===== src/rtl/alpha_collector.sv =====
// alpha_collector: collects alpha bursts from the last PE into a
// first-word-fall-through FIFO.  Each stored word carries a "last" tag
// marking the final word of a burst.  A write-side FSM tracks the burst
// word index and an idle-gap timeout.  Sticky flags report dropped words
// (overflow) and aborted bursts (burst_err).
// Optional feature: define ALPHA_COLLECTOR_SCALE_EN to halve (rounding)
// each 16-bit component of din before storage.
module alpha_collector #(
  parameter int DEPTH     = 16,
  parameter int BURST_LEN = 8,
  parameter int GAP_MAX   = 4
) (
  input  logic                     clk,
  input  logic                     rst,
  input  logic                     din_v,
  input  logic [31:0]              din,
  input  logic                     dout_ready,
  input  logic                     clr_err,
  output logic                     dout_valid,
  output logic [31:0]              dout,
  output logic                     dout_last,
  output logic [$clog2(DEPTH):0]   level,
  output logic                     overflow,
  output logic                     burst_err,
  output logic [7:0]               frame_cnt
);

  localparam int AW = $clog2(DEPTH);
  localparam int LW = AW + 1;
  localparam int WW = (BURST_LEN > 1) ? $clog2(BURST_LEN) : 1;
  localparam int GW = (GAP_MAX > 1) ? $clog2(GAP_MAX) : 1;
  localparam logic [WW-1:0] WLAST = WW'(BURST_LEN - 1);
  localparam logic [GW-1:0] GLAST = GW'(GAP_MAX - 1);

  typedef enum logic [0:0] {
    ST_IDLE    = 1'b0,
    ST_COLLECT = 1'b1
  } state_t;

  // Storage: bit 32 is the last-of-burst tag, bits 31:0 the alpha word.
  logic [32:0]    mem_q [DEPTH];

  logic [AW-1:0]  wptr_q, wptr_d;
  logic [AW-1:0]  rptr_q, rptr_d;
  logic [LW-1:0]  level_q, level_d;
  logic           dout_valid_q, dout_valid_d;
  logic [31:0]    dout_q, dout_d;
  logic           dout_last_q, dout_last_d;

  state_t         state_q, state_d;
  logic [WW-1:0]  widx_q, widx_d;
  logic [GW-1:0]  gap_q, gap_d;
  logic [7:0]     frame_q, frame_d;
  logic           overflow_q, overflow_d;
  logic           burst_err_q, burst_err_d;

  logic           full_s;
  logic           wr_en_s;
  logic           rd_en_s;
  logic           last_tag_s;
  logic           timeout_s;
  logic           ovf_set_s;
  logic [31:0]    wdata_s;

`ifdef ALPHA_COLLECTOR_SCALE_EN
  // Rounded halving: (x + 1) >>> 1 in 17 bits, truncated back to 16 bits.
  function automatic logic [15:0] scale_half(input logic [15:0] x);
    logic [16:0] sum;
    sum = {x[15], x} + 17'd1;
    return sum[16:1];
  endfunction

  // Scale both complex components before they enter the FIFO.
  always_comb begin
    wdata_s = {scale_half(din[31:16]), scale_half(din[15:0])};
  end
`else
  // Words are stored exactly as received.
  always_comb begin
    wdata_s = din;
  end
`endif

  assign full_s = (level_q == LW'(DEPTH));

  // Burst tracking: word index, gap timeout, completed-frame counter.
  always_comb begin
    state_d    = state_q;
    widx_d     = widx_q;
    gap_d      = gap_q;
    frame_d    = frame_q;
    last_tag_s = 1'b0;
    timeout_s  = 1'b0;
    if (rst) begin
      state_d = ST_IDLE;
      widx_d  = WW'(1'b0);
      gap_d   = GW'(1'b0);
      frame_d = 8'd0;
    end else begin
      case (state_q)
        ST_IDLE: begin
          if (din_v) begin
            gap_d = GW'(1'b0);
            if (WLAST == WW'(1'b0)) begin
              // Single-word bursts: every word is a complete burst.
              last_tag_s = 1'b1;
              frame_d    = frame_q + 8'd1;
              widx_d     = WW'(1'b0);
            end else begin
              state_d = ST_COLLECT;
              widx_d  = WW'(1'b1);
            end
          end else begin
            state_d = ST_IDLE;
          end
        end
        ST_COLLECT: begin
          if (din_v) begin
            gap_d = GW'(1'b0);
            if (widx_q == WLAST) begin
              last_tag_s = 1'b1;
              frame_d    = frame_q + 8'd1;
              state_d    = ST_IDLE;
              widx_d     = WW'(1'b0);
            end else begin
              widx_d = widx_q + WW'(1'b1);
            end
          end else if (gap_q == GLAST) begin
            // Burst abandoned; stored words keep their (untagged) state.
            timeout_s = 1'b1;
            state_d   = ST_IDLE;
            widx_d    = WW'(1'b0);
            gap_d     = GW'(1'b0);
          end else begin
            gap_d = gap_q + GW'(1'b1);
          end
        end
        default: begin
          state_d = ST_IDLE;
          widx_d  = WW'(1'b0);
          gap_d   = GW'(1'b0);
        end
      endcase
    end
  end

  // FIFO pointers, occupancy and the registered head-of-queue word.
  always_comb begin
    wr_en_s      = 1'b0;
    rd_en_s      = 1'b0;
    wptr_d       = wptr_q;
    rptr_d       = rptr_q;
    level_d      = level_q;
    dout_valid_d = dout_valid_q;
    dout_d       = dout_q;
    dout_last_d  = dout_last_q;
    if (rst) begin
      wptr_d       = AW'(1'b0);
      rptr_d       = AW'(1'b0);
      level_d      = LW'(1'b0);
      dout_valid_d = 1'b0;
      dout_d       = 32'd0;
      dout_last_d  = 1'b0;
    end else begin
      // Full check uses pre-edge occupancy: no pass-through when full.
      wr_en_s = din_v && !full_s;
      rd_en_s = dout_valid_q && dout_ready;
      if (wr_en_s) begin
        wptr_d = wptr_q + AW'(1'b1);
      end else begin
        wptr_d = wptr_q;
      end
      if (rd_en_s) begin
        rptr_d = rptr_q + AW'(1'b1);
      end else begin
        rptr_d = rptr_q;
      end
      level_d      = level_q + LW'(wr_en_s) - LW'(rd_en_s);
      dout_valid_d = (level_d != LW'(1'b0));
      if (level_d != LW'(1'b0)) begin
        // New head is either the word being written now or a stored one.
        if (wr_en_s && (rptr_d == wptr_q)) begin
          dout_d      = wdata_s;
          dout_last_d = last_tag_s;
        end else begin
          dout_d      = mem_q[rptr_d][31:0];
          dout_last_d = mem_q[rptr_d][32];
        end
      end else begin
        dout_d      = dout_q;
        dout_last_d = dout_last_q;
      end
    end
  end

  // Sticky error flags: a set event wins over a same-cycle clear.
  always_comb begin
    ovf_set_s   = !rst && din_v && full_s;
    overflow_d  = overflow_q;
    burst_err_d = burst_err_q;
    if (rst) begin
      overflow_d  = 1'b0;
      burst_err_d = 1'b0;
    end else begin
      if (ovf_set_s) begin
        overflow_d = 1'b1;
      end else if (clr_err) begin
        overflow_d = 1'b0;
      end else begin
        overflow_d = overflow_q;
      end
      if (timeout_s) begin
        burst_err_d = 1'b1;
      end else if (clr_err) begin
        burst_err_d = 1'b0;
      end else begin
        burst_err_d = burst_err_q;
      end
    end
  end

  // Word storage: written only on accepted words, never reset.
  always_ff @(posedge clk) begin
    if (wr_en_s) begin
      mem_q[wptr_q] <= {last_tag_s, wdata_s};
    end
  end

  // State registers; reset values are computed in the *_d logic.
  always_ff @(posedge clk) begin
    wptr_q       <= wptr_d;
    rptr_q       <= rptr_d;
    level_q      <= level_d;
    dout_valid_q <= dout_valid_d;
    dout_q       <= dout_d;
    dout_last_q  <= dout_last_d;
    state_q      <= state_d;
    widx_q       <= widx_d;
    gap_q        <= gap_d;
    frame_q      <= frame_d;
    overflow_q   <= overflow_d;
    burst_err_q  <= burst_err_d;
  end

  assign dout_valid = dout_valid_q;
  assign dout       = dout_q;
  assign dout_last  = dout_last_q;
  assign level      = level_q;
  assign overflow   = overflow_q;
  assign burst_err  = burst_err_q;
  assign frame_cnt  = frame_q;

endmodule


===== config.mk =====
export PLATFORM = sky130hd
export DESIGN_NAME = alpha_collector
export DESIGN_NICKNAME = d
export VERILOG_FILES = /design/src/rtl/alpha_collector.sv
export SDC_FILE = /design/constraint.sdc
export NUM_CORES = 1
export LEC_CHECK = 0
export BUFFER_PORTS_ARGS = -buffer_cell sky130_fd_sc_hd__buf_2
export CELL_PAD_IN_SITES_DETAIL_PLACEMENT = 0
export CELL_PAD_IN_SITES_GLOBAL_PLACEMENT = 1
export CORE_MARGIN = 2
export CORE_UTILIZATION = 35
export DETAILED_ROUTE_END_ITERATION = 10
export PLACE_DENSITY = 0.59
export SLEW_MARGIN = 20
export SYNTH_ARGS = -nofsm -noshare
export SYNTH_HDL_FRONTEND = slang
export SYNTH_SLANG_ARGS = --single-unit

===== constraint.sdc =====
create_clock -name clk -period 4.6 [get_ports clk]
set_clock_uncertainty 0.2 [all_clocks]
set_input_delay 1.38 -clock clk [delete_from_list [all_inputs] [get_ports clk]]
set_output_delay 1.38 -clock clk [all_outputs]
set_load 0.01 [all_outputs]

==> flow_metrics.py <==
metrics = {
    "floorplan": {
        "dieWidth_um": 266,
        "dieArea_um2": 70700,
        "fp.dieH_um": 266,
        "start_util": 0.352,
        "core_um2": 68200,
        "ios": 86,
        "fp-row-count": 96,
    },
    "pwr": {
        "power.leakage_uw": 0.00983,
        "power_density_nw_per_um2": 512,
        "p_total_uw": 14300,
        "ir_worst_vdd_uv": 300,
    },
    "critical_path": {
        "r2r_cells": 17,
        "critPathRequiredTime_ns": 4.95,
        "crit_path_max_fanout": 20,
        "critPathKind": "flip-flop to flip-flop",
        "start_kind": "flip-flop",
        "cp.arrival_ns": 4.26,
        "end_kind": "flip-flop",
    },
    "finish": {
        "stdcell_count": 2564,
        "final_nets": 1685,
        "drive_above_1_share": 0.190,
        "area_growth_pct": 16.5,
        "n_antenna_cell": 0,
        "fillers": 6179,
    },
    "synth": {
        "synth_most_common_cell": "edfxtp_1",
        "synth-edff-count": 528,
        "synth-compound-area-share": 0.116,
        "synth_mux_area_frac": 0.0417,
        "yosys_warnings": 0,
        "yosysTopAreaCellShare": 0.660,
        "synthXorXnorAreaFrac": 0.00891,
        "yosys.area.top_type": "edfxtp_1",
        "synth_cell_types": 56,
        "synth_commonest_cells": "528 x edfxtp_1, 201 x and3_1, 198 x a211oi_1, 100 x mux2i_1, 67 x clkbuf_1",
        "synthSimpleGateAreaFrac": 0.0816,
        "synthAdderAreaFrac": 0.00865,
        "synth_top_family_by_area": "compound AO/OA/AOI/OAI gates",
        "avgSynthCellArea_um2": 15.5,
        "ys_seq_area_frac": 0.713,
        "async_flop_share": 0,
        "syn-instance-count": 1548,
        "ys_ff_latch": 591,
        "synth.area.top_cells": "edfxtp_1 66%, a211oi_1 6.2%, dfxtp_1 5.3%",
        "syn_area_um2": 24000,
        "syn_nets": 1601,
        "ys.flop_type": "edfxtp_1",
    },
    "route": {
        "ant_nets": 0,
        "routed-via-count": 14248,
        "finalWirelength_um": 65900,
        "drcViolationCount": 0,
        "first_pass_iters": 5,
        "first_iter_violations": 1101,
        "viasPerCell": 5.56,
        "wl_per_cell_um": 25.7,
    },
    "sta": {
        "drv_slew": 0,
        "setup_viol": 0,
        "fin_crit_ns": 3.91,
        "fin_crit_sh": 0.851,
        "worstMarginPinSlew_ns": 0.929,
        "slew_headroom": 0.379,
        "fmax_mhz": 256,
        "finalSetupTns_ns": 0,
        "hold_violations": 0,
        "rsz0062_at_grt": "false",
    },
    "clocking": {
        "clock_sinks": 591,
        "tritoncts": "built",
        "postCtsSetupBuffers": 0,
        "cts_root_buf": "clkbuf_16",
        "cts_resized": 0,
        "cts_inserted_buffers": 60,
        "clkLatencyLatePin_ns": 0.62,
        "ctsHoldBuffers": 0,
        "clkTransAtPathRegs_ns": 0.06,
        "clk_path_buf_depth": 3,
        "htreeDepth": 2,
    },
    "grt": {
        "grt_usage": 0.186,
        "grt_max_degree": 83,
        "grt_first_pass_wirelength_um": 97100,
        "grt_pass1_vias": 14217,
        "overflow": 0,
        "antenna_found_initial": 4,
    },
    "min_path": {
        "hold_depth": 2,
        "hp-class": "flip-flop to flip-flop",
    },
    "placement": {
        "gp_congestion": 0.761,
        "dp_hpwl_um": 34100,
        "dp_cells": 2452,
        "port_buffers": 85,
    },
    "job": {
        "drv_cap": 0,
    },
    "status": {
        "outcome": "complete, no violations",
    },
}
## cell type report
| cell class | instances | area [um2] | share of cell area |
|---|---|---|---|
| clock buffers | 75 | 1630 | 0.0583 |
| repair buffers | 150 | 1260 | 0.0452 |
| inverters | 15 | 56.3 | 0.00201 |
| clock inverters | 37 | 415 | 0.0149 |
| flip-flops and latches | 591 | 17100 | 0.612 |
| multi-input cells | 814 | 6390 | 0.228 |
| well taps | 882 | 1100 | 0.0395 |
## per-stage QoR
stage                     utilization  worst slack [ns]  hold slack [ns]  area, um2
after floorplan                     -             0.380            0.236      24000
after global placement          0.380             0.176            0.245      25900
after detailed placement        0.380            0.0844            0.254      25900
after CTS                       0.410             0.677            0.263      28000
after global routing            0.410             0.405            0.296      28000
final                           0.410             0.687            0.258      28000
## cells in the final DEF, fill, tap and decap left out, types with 3 or more instances in the layout
master,instances
and3_1,201
a211oi_1,198
inv_1,14
nor2_4,12
nand2b_1,4
o211ai_2,28
a2111oi_0,39
a2111oi_2,17
o21ai_0,3
a21oi_1,12
nand4_1,3
xor2_1,11
clkinv_1,12
nor3_1,6
a2111oi_1,10
mux2i_1,100
clkbuf_1,10
nand2_1,44
buf_2,85
buf_12,28
clkbuf_16,62
edfxtp_1,528
xnor2_1,8
nor3_4,4
buf_4,37
dfxtp_1,63
nand3_1,37
clkinv_2,12
ha_1,15
nor2_1,23
bufinv_16,9
a32oi_1,3
clkbuf_8,3
o211ai_1,3
## worst max-delay path, stage by stage (launching register included)
cell and delay, ns:
dfxtp_1 0.40, inv_1 0.08, ha_1 0.19, and4bb_2 0.25, nor2b_2 0.13, inv_1 0.07
ha_1 0.28, inv_1 0.05, ha_1 0.15, inv_1 0.06, fa_1 0.42, nand2b_1 0.16
a21oi_1 0.25, o21ai_0 0.22, a41oi_4 0.34, buf_4 0.35, nand3_1 0.15, o211ai_2 0.09
## kinds of logic (layout without fill, tap and decap cells)
logic type	count (synthesis)	after routing
AO/OA/AOI/OAI	326	326
XOR/XNOR	22	22
adder cells (fa/ha/maj)	16	16
buffers and inverters	143	277
flip-flops	591	591
multiplexers	100	100
AND/OR/NAND/NOR	350	350
## state kept, by name (all words and copies together), names as in the netlist
register    count
gap_q           2
state_q         1
overflow        1
level           5
wptr_q          4
frame_cnt       8
burst_err       1
dout_last       1
dout           32
dout_valid      1
rptr_q          4
mem_q         528
widx_q          3
## path summary, 6_finish.rpt
| path | start | end | slack [ns] |
|---|---|---|---|
| setup / recovery | level[3] | dout[25] | 0.69 |
| hold reg to reg | widx_q[1] | widx_q[1] | 0.26 |
| setup reg to reg | level[3] | dout[25] | 0.69 |
| hold / removal | widx_q[1] | widx_q[1] | 0.26 |
## layer usage
metal  global-route usage  vias up  routed length, um
li1                     -     6391                  -
met1                0.266     7424              31100
met2                0.300      331              30700
met3               0.0277       98               2800
met4               0.0451        4               1270
met5                    0        -                 22
## report_power, final
group          internal [uW]  switching, uW  total (uW)
logic                   1150           1840        2990
clock network           3000           2050        5050
registers               6070            203        6270
total                  10200           4090       14300
(Power assumes the default switching activity.)
